**src/rtl/arb_pkg.sv**
```systemverilog
// Shared types and helpers for the round-robin request arbiter.
package arb_pkg;

    typedef enum logic {ARB_IDLE, ARB_GRANT} arb_state_t;

    localparam int ARB_MAX_HOLD_DEF = 8;

    // Wrap is done explicitly so non-power-of-2 requester counts work.
    function automatic int rr_next_ptr(input int idx, input int n);
        return (idx + 1 >= n) ? 0 : idx + 1;
    endfunction

endpackage

```
**src/rtl/rr_pick.sv**
```systemverilog
// Combinational round-robin picker: first set req bit at or above ptr, with wrap.
module rr_pick
    import arb_pkg::*;
#(
    parameter int N  = 4,
    parameter int PW = (N > 1) ? $clog2(N) : 1
) (
    input  logic [N-1:0]  req_i,
    input  logic [PW-1:0] ptr_i,
    output logic [N-1:0]  onehot_o,
    output logic [PW-1:0] idx_o,
    output logic          found_o
);

    int j;

    always_comb begin
        onehot_o = '0;
        idx_o    = '0;
        found_o  = 1'b0;
        j        = 0;
        for (int i = 0; i < N; i++) begin
            j = int'(ptr_i) + i;
            if (j >= N) j = j - N;
            if (!found_o && req_i[j]) begin
                found_o = 1'b1;
                idx_o   = PW'(j);
            end
        end
        if (found_o) onehot_o[idx_o] = 1'b1;
    end

endmodule

```
**src/rtl/rr_req_arbiter.sv**
```systemverilog
// Four-way round-robin arbiter with hold-limit timeout; grant is one-hot or zero
// and always drops for at least one cycle between owners.
module rr_req_arbiter
    import arb_pkg::*;
#(
    parameter int N        = 4,
    parameter int MAX_HOLD = ARB_MAX_HOLD_DEF,
    parameter int CNT_W    = 8
) (
    input  logic         clk,
    input  logic         rst,
    input  logic [N-1:0] req,
    output logic [N-1:0] gnt,
    output logic         gnt_valid
);

    localparam int PW = (N > 1) ? $clog2(N) : 1;

    arb_state_t       state_q, state_d;
    logic [PW-1:0]    ptr_q, ptr_d;
    logic [PW-1:0]    widx_q, widx_d;
    logic [CNT_W-1:0] cnt_q, cnt_d;
    logic [N-1:0]     gnt_q, gnt_d;
    logic             vld_q, vld_d;

    logic [N-1:0]     pick_oh;
    logic [PW-1:0]    pick_idx;
    logic             pick_found;

    rr_pick #(.N(N), .PW(PW)) u_pick (
        .req_i    (req),
        .ptr_i    (ptr_q),
        .onehot_o (pick_oh),
        .idx_o    (pick_idx),
        .found_o  (pick_found)
    );

    always_ff @(posedge clk or posedge rst) begin
        if (rst) begin
            state_q <= ARB_IDLE;
            ptr_q   <= '0;
            widx_q  <= '0;
            cnt_q   <= '0;
            gnt_q   <= '0;
            vld_q   <= 1'b0;
        end else begin
            state_q <= state_d;
            ptr_q   <= ptr_d;
            widx_q  <= widx_d;
            cnt_q   <= cnt_d;
            gnt_q   <= gnt_d;
            vld_q   <= vld_d;
        end
    end

    always_comb begin
        state_d = state_q;
        ptr_d   = ptr_q;
        widx_d  = widx_q;
        cnt_d   = cnt_q;
        gnt_d   = gnt_q;
        vld_d   = vld_q;
        case (state_q)
            ARB_IDLE: begin
                gnt_d = '0;
                vld_d = 1'b0;
                if (pick_found) begin
                    gnt_d   = pick_oh;
                    widx_d  = pick_idx;
                    cnt_d   = CNT_W'(1);
                    vld_d   = 1'b1;
                    state_d = ARB_GRANT;
                end
            end
            ARB_GRANT: begin
                // Release always passes through IDLE, so the owner's successor
                // is re-picked from the advanced pointer a cycle later.
                if (!req[widx_q] || cnt_q == CNT_W'(MAX_HOLD)) begin
                    gnt_d   = '0;
                    vld_d   = 1'b0;
                    ptr_d   = PW'(rr_next_ptr(int'(widx_q), N));
                    cnt_d   = '0;
                    state_d = ARB_IDLE;
                end else if (cnt_q != '1) begin
                    cnt_d = cnt_q + 1'b1;
                end
            end
        endcase
    end

    assign gnt       = gnt_q;
    assign gnt_valid = vld_q;

endmodule

```
**config.mk**
```make
export PLATFORM = sky130hd
export DESIGN_NAME = rr_req_arbiter
export DESIGN_NICKNAME = d
export VERILOG_FILES = /design/src/rtl/arb_pkg.sv /design/src/rtl/rr_pick.sv /design/src/rtl/rr_req_arbiter.sv
export SDC_FILE = /design/constraint.sdc
export NUM_CORES = 1
export LEC_CHECK = 0
export ABC_AREA = 1
export CORE_MARGIN = 5
export CORE_UTILIZATION = 61
export DETAILED_ROUTE_END_ITERATION = 10
export GPL_TIMING_DRIVEN = 1
export PLACE_DENSITY = 0.83
export SLEW_MARGIN = 20
export SYNTH_ARGS = -nofsm -noshare
export SYNTH_HDL_FRONTEND = slang
export SYNTH_SLANG_ARGS = --single-unit
```
**constraint.sdc**
```tcl
create_clock -name clk -period 3.4 [get_ports clk]
set_input_delay 0.34 -clock clk [delete_from_list [all_inputs] [get_ports clk]]
set_output_delay 0.34 -clock clk [all_outputs]
set_load 0.02 [all_outputs]
```
==> flow_summary.ini, run 1 <==
[status]
outcome = complete, no violations

[power_and_ir_drop]
finalPower_uw = 1340
pwr-share-comb_pct = 62.2
power.density_nw_per_um2 = 871
swShare_pct = 51.1
p_seq_share_pct = 27.8
clock_power_share_pct = 10.1
p_leak_uw = 0.000856
switchingPower_uw = 686
internal_power_uw = 657
vdd_drop_max_mv = 0.620

[detailed_routing]
post_drt_via_cell_ratio = 5.51
drt_first_iter_violations = 75
drtAntennaViolNets = 0
drcViolationCount = 0
wl_per_cell_um = 12.8
drtPass1Iterations = 4
via_count = 1284
routed_wl_um = 2990

[global_route]
grt_pass1_vias = 1153
grt_max_degree = 19
antenna_found_initial = 0
gr-total-overflow = 0
grt_usage_pct = 19.0
grt_pass1_wl_um = 5050

[logic_synthesis]
yosysUniqueCellTypes = 29
syn-num-nets = 201
synth_seq_cells = 18
netlist_instances = 192
synth_top_area_cell = dfrtp_1
netlist_area_sq_um = 1380
yosysWarnings = 0
syn_avg_cell_area_sq_um = 7.17
ys_seq_area_share_pct = 32.7
yosys.area.top_type_share_pct = 32.7
synth_area_leaders = dfrtp_1 (33%), nand2_1 (22%), nand3_1 (5.8%), inv_1 (4.9%), nand2_4 (4.9%)

[timing]
hold_violations = 0
fmax_mhz = 495
skew_ns = 0.000687
rsz0062_at_grt = no
fin_setup_tns_ns = 0
tightest_slew_ns = 0.691
setup_viol = 0
fin_crit_ns = 2.02
slew_violations = 0
period_share_pct = 59.4
slew_headroom_pct = 53.9

[cells_and_area]
syn2layout_area_growth_pct = 11.9
nFillCells = 177
finalInstanceArea_sq_um = 1540
diodes = 0
final-instance-count-excl-fill = 233
layout-drive-gt1-share_pct = 13.7
fin_nets = 215

[placed_design]
dp_cells = 229
dp_hpwl_um = 2310
place_congestion = 0.903
dpl_cell_area_sq_um = 1510
io_buffers = 10

[clocking]
cts_hold_buf = 0
cts_buffers = 3
h-tree-depth = 1
clk_pin_slew_ns = 0.10
postCtsSetupBuffers = 0
tritoncts = built
root_buffer = clkbuf_4
clockBufferDepth = 2
cts_sinks = 18
cts_resized = 0
clk_latency_ns = 0.30

[setup_path]
required_ns = 3.60
worst-path-max-fanout = 15
critical_path_arrival_ns = 2.22
crit_type = reg -> reg
startpoint_type = flip-flop
endpoint_kind = flip-flop

[floorplan]
dieArea_sq_um = 3310
ioPinCount = 11
initial_utilization_pct = 62.9
rows = 17
fp.coreArea_sq_um = 2190
die_h_um = 57.5
die_w_um = 57.5

[min_path]
min_path_type = in -> async

[flow_run]
timing.max_cap.violations = 0
[placed cells by master (no fill, tap or decap), types with 2 or more instances in the layout]
cell | netlist | routed
clkbuf_4 | 0 | 3
o21ai_0 | 4 | 4
dfrtp_1 | 18 | 18
nand2_4 | 6 | 6
nor2_1 | 7 | 7
nand2_1 | 79 | 79
clkdlybuf4s50_1 | 0 | 10
nand2_2 | 7 | 7
nand3_1 | 16 | 16
xor2_1 | 3 | 3
nand4_1 | 4 | 4
nor3_1 | 5 | 5
inv_1 | 18 | 18
a21oi_1 | 2 | 2
inv_2 | 4 | 4
ha_1 | 3 | 3
nand3b_1 | 2 | 2
[stage by stage]
step	utilization [%]	worst slack [ns]	hold WS, ns
global route	70.4	1.18	0.501
global placement	68.7	1.39	0.461
CTS	70.4	1.43	0.445
detailed placement	68.7	1.33	0.467
finish	70.4	1.38	0.432
floorplan	-	1.97	0.279
[synthesized netlist by cell type]
| cell type | number |
|---|---|
| ha_1 | 3 |
| nor3_1 | 5 |
| bufinv_16 | 1 |
| o21ai_0 | 4 |
| inv_1 | 18 |
| nand3b_4 | 1 |
| nand3b_1 | 2 |
| a41o_1 | 1 |
| o21ai_1 | 1 |
| nand2_4 | 6 |
| xor2_1 | 3 |
| o2111ai_1 | 1 |
| nand3_1 | 16 |
| inv_2 | 4 |
| nor2_1 | 7 |
| mux2i_1 | 1 |
| nor2_2 | 1 |
| nand2_2 | 7 |
| nand2_1 | 79 |
| o31ai_1 | 1 |
| nand3_2 | 1 |
| nor3b_2 | 1 |
| nand4_1 | 4 |
| dfrtp_1 | 18 |
| o21ai_4 | 1 |
| o211ai_1 | 1 |
| a21oi_1 | 2 |
| nor2_8 | 1 |
| buf_4 | 1 |
[worst max-delay path: stages, from the launching register on]
cell and delay, ns:
dfrtp_1 0.71, inv_2 0.21, nand2_1 0.12, nand2_2 0.08, o21ai_1 0.27, nand3b_4 0.21
inv_2 0.05, nand2_4 0.08, nand2_4 0.08, nand2_1 0.07, nand2_1 0.05
[worst paths after layout]
path	startpoint	end	slack [ns]	cells after the start
worst max register to register	ptr_q[0]	cnt_q[4]	1.38	10
max in group asynchronous	rst	cnt_q[6]	2.53	2
worst min-delay path	rst	state_q	0.43	2
worst min register to register	gnt_valid	gnt_valid	0.49	2
worst max-delay path	ptr_q[0]	cnt_q[4]	1.38	10
min in group clk	gnt_valid	gnt_valid	0.49	2
[registers in the layout, summed over array words and instances (netlist names)]
name / flops
gnt: 4
cnt_q: 8
gnt_valid: 1
widx_q: 2
state_q: 1
ptr_q: 2
[layer usage]
layer	GRT usage [%]	wire length, um	vias to the layer above
li1	-	-	642
met1	22.5	1270	589
met2	33.5	1540	43
met3	3.17	120	10
met4	7.95	71	0
met5	0	0	-
[logic make-up after synthesis]
logic type | share of synthesized area (%)
AO/OA/AOI/OAI | 6.18
XOR/XNOR | 1.91
adder cells (fa/ha/maj) | 2.73
buffers and inverters | 8.72
flip-flops | 32.7
multiplexers | 0.727
AND/OR/NAND/NOR | 47.0
[power groups by stage]
stage / combinational (uW) / clock (uW) / sequential (uW)
after floorplan: 663 / 0 / 359
after global placement: 794 / 0 / 367
after detailed placement: 828 / 0 / 373
after CTS: 834 / 136 / 368
after global routing: 932 / 145 / 382
final: 835 / 135 / 373
[final cells by class]
type	count	area, sq um	share of cell area [%]
multi-input cells	150	807	52.4
flip-flops and latches	18	450	29.2
inverters	23	113	7.31
repair buffers	10	100	6.49
clock buffers	4	36.3	2.35
well taps	28	35.0	2.27
No activity file was read; power rests on OpenSTA's default activity.
==> inputs of run 2 (changes only) <==
CORE_UTILIZATION = 52   (was 61)
PLACE_DENSITY = 0.75   (was 0.83)
clock period = 1.6 ns   (was 3.4 ns; I/O delays follow)
==> run 2 against run 1 <==
Compared with the run above:
- the flow now finishes with violations (setup timing)
- fmax up 24%
- core utilization up 0.96 points
- wire length up 3.9%
- sequential cell count unchanged
- clock skew up 0.0024 ns
- setup slack worse by 1.4 ns
- cell area up 16%
- largest power group unchanged
- highest routed layer unchanged
==> flow_summary.ini, run 2 (synthesis gave the netlist of run 1 again) <==
[status]
outcome = complete, but fails checks
failed_checks = setup timing

[detailed_routing]
drtPass1Iterations = 4
drtAntennaViolNets = 0
drt_first_iter_violations = 83
routed_wl_um = 3110
via_count = 1312
post_drt_via_cell_ratio = 5.25
drcViolationCount = 0
wl_per_cell_um = 12.4

[timing]
rsz0062_at_grt = yes
layout_setup_ws_ns = -0.0258
fin_setup_tns_ns = -0.0756
fin_crit_ns = 1.63
period_share_pct = 102
setup_viol = 7
skew_ns = 0.00313
tightest_slew_ns = 0.266
slew_headroom_pct = 82.3
slew_violations = 0
whs_ns = 0.164
fmax_mhz = 615
hold_violations = 0

[cells_and_area]
multiInputGateArea_sq_um = 918
largest_reg_flops = 8
mostFrequentLayoutCells = nand2_1 (66), inv_1 (18), dfrtp_1 (16), nand3_1 (14), buf_4 (13)
nFillCells = 204
final_common_cell = nand2_1
diodes = 0
syn2layout_area_growth_pct = 29.4
fin_nets = 230
ff_latch_area_sq_um = 453
max_flop_register = cnt_q
layout-drive-gt1-share_pct = 29.1
final_core_util_pct = 71.3

[setup_path]
crit_type = reg -> reg
required_ns = 1.84
startpoint_type = flip-flop
critical_path_arrival_ns = 1.87
endpoint_kind = flip-flop
worst-path-max-fanout = 7

[placed_design]
place_congestion = 0.826
post-place-ws_ns = -0.121
io_buffers = 10
dp_hpwl_um = 2250

[floorplan]
ioPinCount = 11
die_w_um = 61.5
initial_utilization_pct = 55.1
fp.coreArea_sq_um = 2500
rows = 18
die_h_um = 61.5
dieArea_sq_um = 3780

[clocking]
cts_hold_buf = 0
tritoncts = built
h-tree-depth = 1
cts_buffers = 3
root_buffer = clkbuf_4
clk_latency_ns = 0.30
cts_sinks = 18
clockBufferDepth = 2
clk_pin_slew_ns = 0.11

[power_and_ir_drop]
power.density_nw_per_um2 = 1920
finalPower_uw = 3430
vdd_drop_max_mv = 1.70
p_leak_uw = 0.000972

[global_route]
met2_usage_pct = 33.7
grt_pass1_vias = 1240
use_met1_pct = 22.2
grt_pass1_wl_um = 5160
grt.met3_usage_pct = 1.89
top_usage_layer = met2
antenna_found_initial = 0
grt_max_degree = 19
gr-total-overflow = 0
grt_usage_pct = 18.2

[min_path]
min_path_type = in -> async

[flow_run]
timing.max_cap.violations = 0
==> run 2: routing by layer <==
| layer | part of all wire [%] | wire length (um) |
|---|---|---|
| met1 | 42 | 1310 |
| met5 | 0 | 0 |
| met2 | 55 | 1700 |
| met4 | 1.4 | 42 |
| met3 | 1.7 | 54 |
==> run 2: what timing repair did <==
item	4_1_cts	5_1_grt
pin swaps	2	15
setup endpoints to repair	12	16
setup buffers	2	4
resized for setup	4	32
==> run 2: layout make-up <==
cell class / instances / area share, %
Inverter: 23 / 6.60
Clock buffer: 4 / 2.04
Timing Repair Buffer: 25 / 12.4
Multi-Input combinational cell: 150 / 51.5
Sequential cell: 18 / 25.4
Tap cell: 30 / 2.11
==> run 2: stage by stage <==
step	cell area [sq um]	instances
2_1_floorplan	1380	192
3_3_place_gp	1580	240
3_5_place_dp	1580	240
4_1_cts	1640	246
5_1_grt	1780	250
6_report	1780	250
==> run 2: path summary, 6_finish.rpt <==
check | startpoint | end | slack (ns) | cells past startpoint
min reg2reg | gnt[2] | gnt[2] | 0.50 | 2
max | ptr_q[0] | cnt_q[1] | -0.03 | 12
max reg2reg | ptr_q[0] | cnt_q[1] | -0.03 | 12
max in group asynchronous | rst | ptr_q[0] | 1.23 | 3
min | rst | cnt_q[2] | 0.16 | 3
min in group clk | gnt[2] | gnt[2] | 0.50 | 2
==> run 2: worst max-delay path: stages (launching register included) <==
cell and delay [ns]:
dfrtp_2 0.47, buf_6 0.15, nand2_4 0.06, nand2_4 0.07, nand2_4 0.08, nand2_4 0.07
nor2_8 0.15, nand3b_4 0.12, inv_2 0.08, nand2_4 0.08, nand2_8 0.10, nand2_2 0.06
nand2_2 0.06
==> run 2: power by group <==
group	internal [uW]	switching, uW
clock network	139	147
logic	1010	1380
registers	594	157
==> inputs of run 3 (changes only) <==
GPL_TIMING_DRIVEN = not set   (was 1)
SLEW_MARGIN = not set   (was 20)
==> results of run 3 <==
The final DEF is identical to that of run 2; final timing and power are the same.
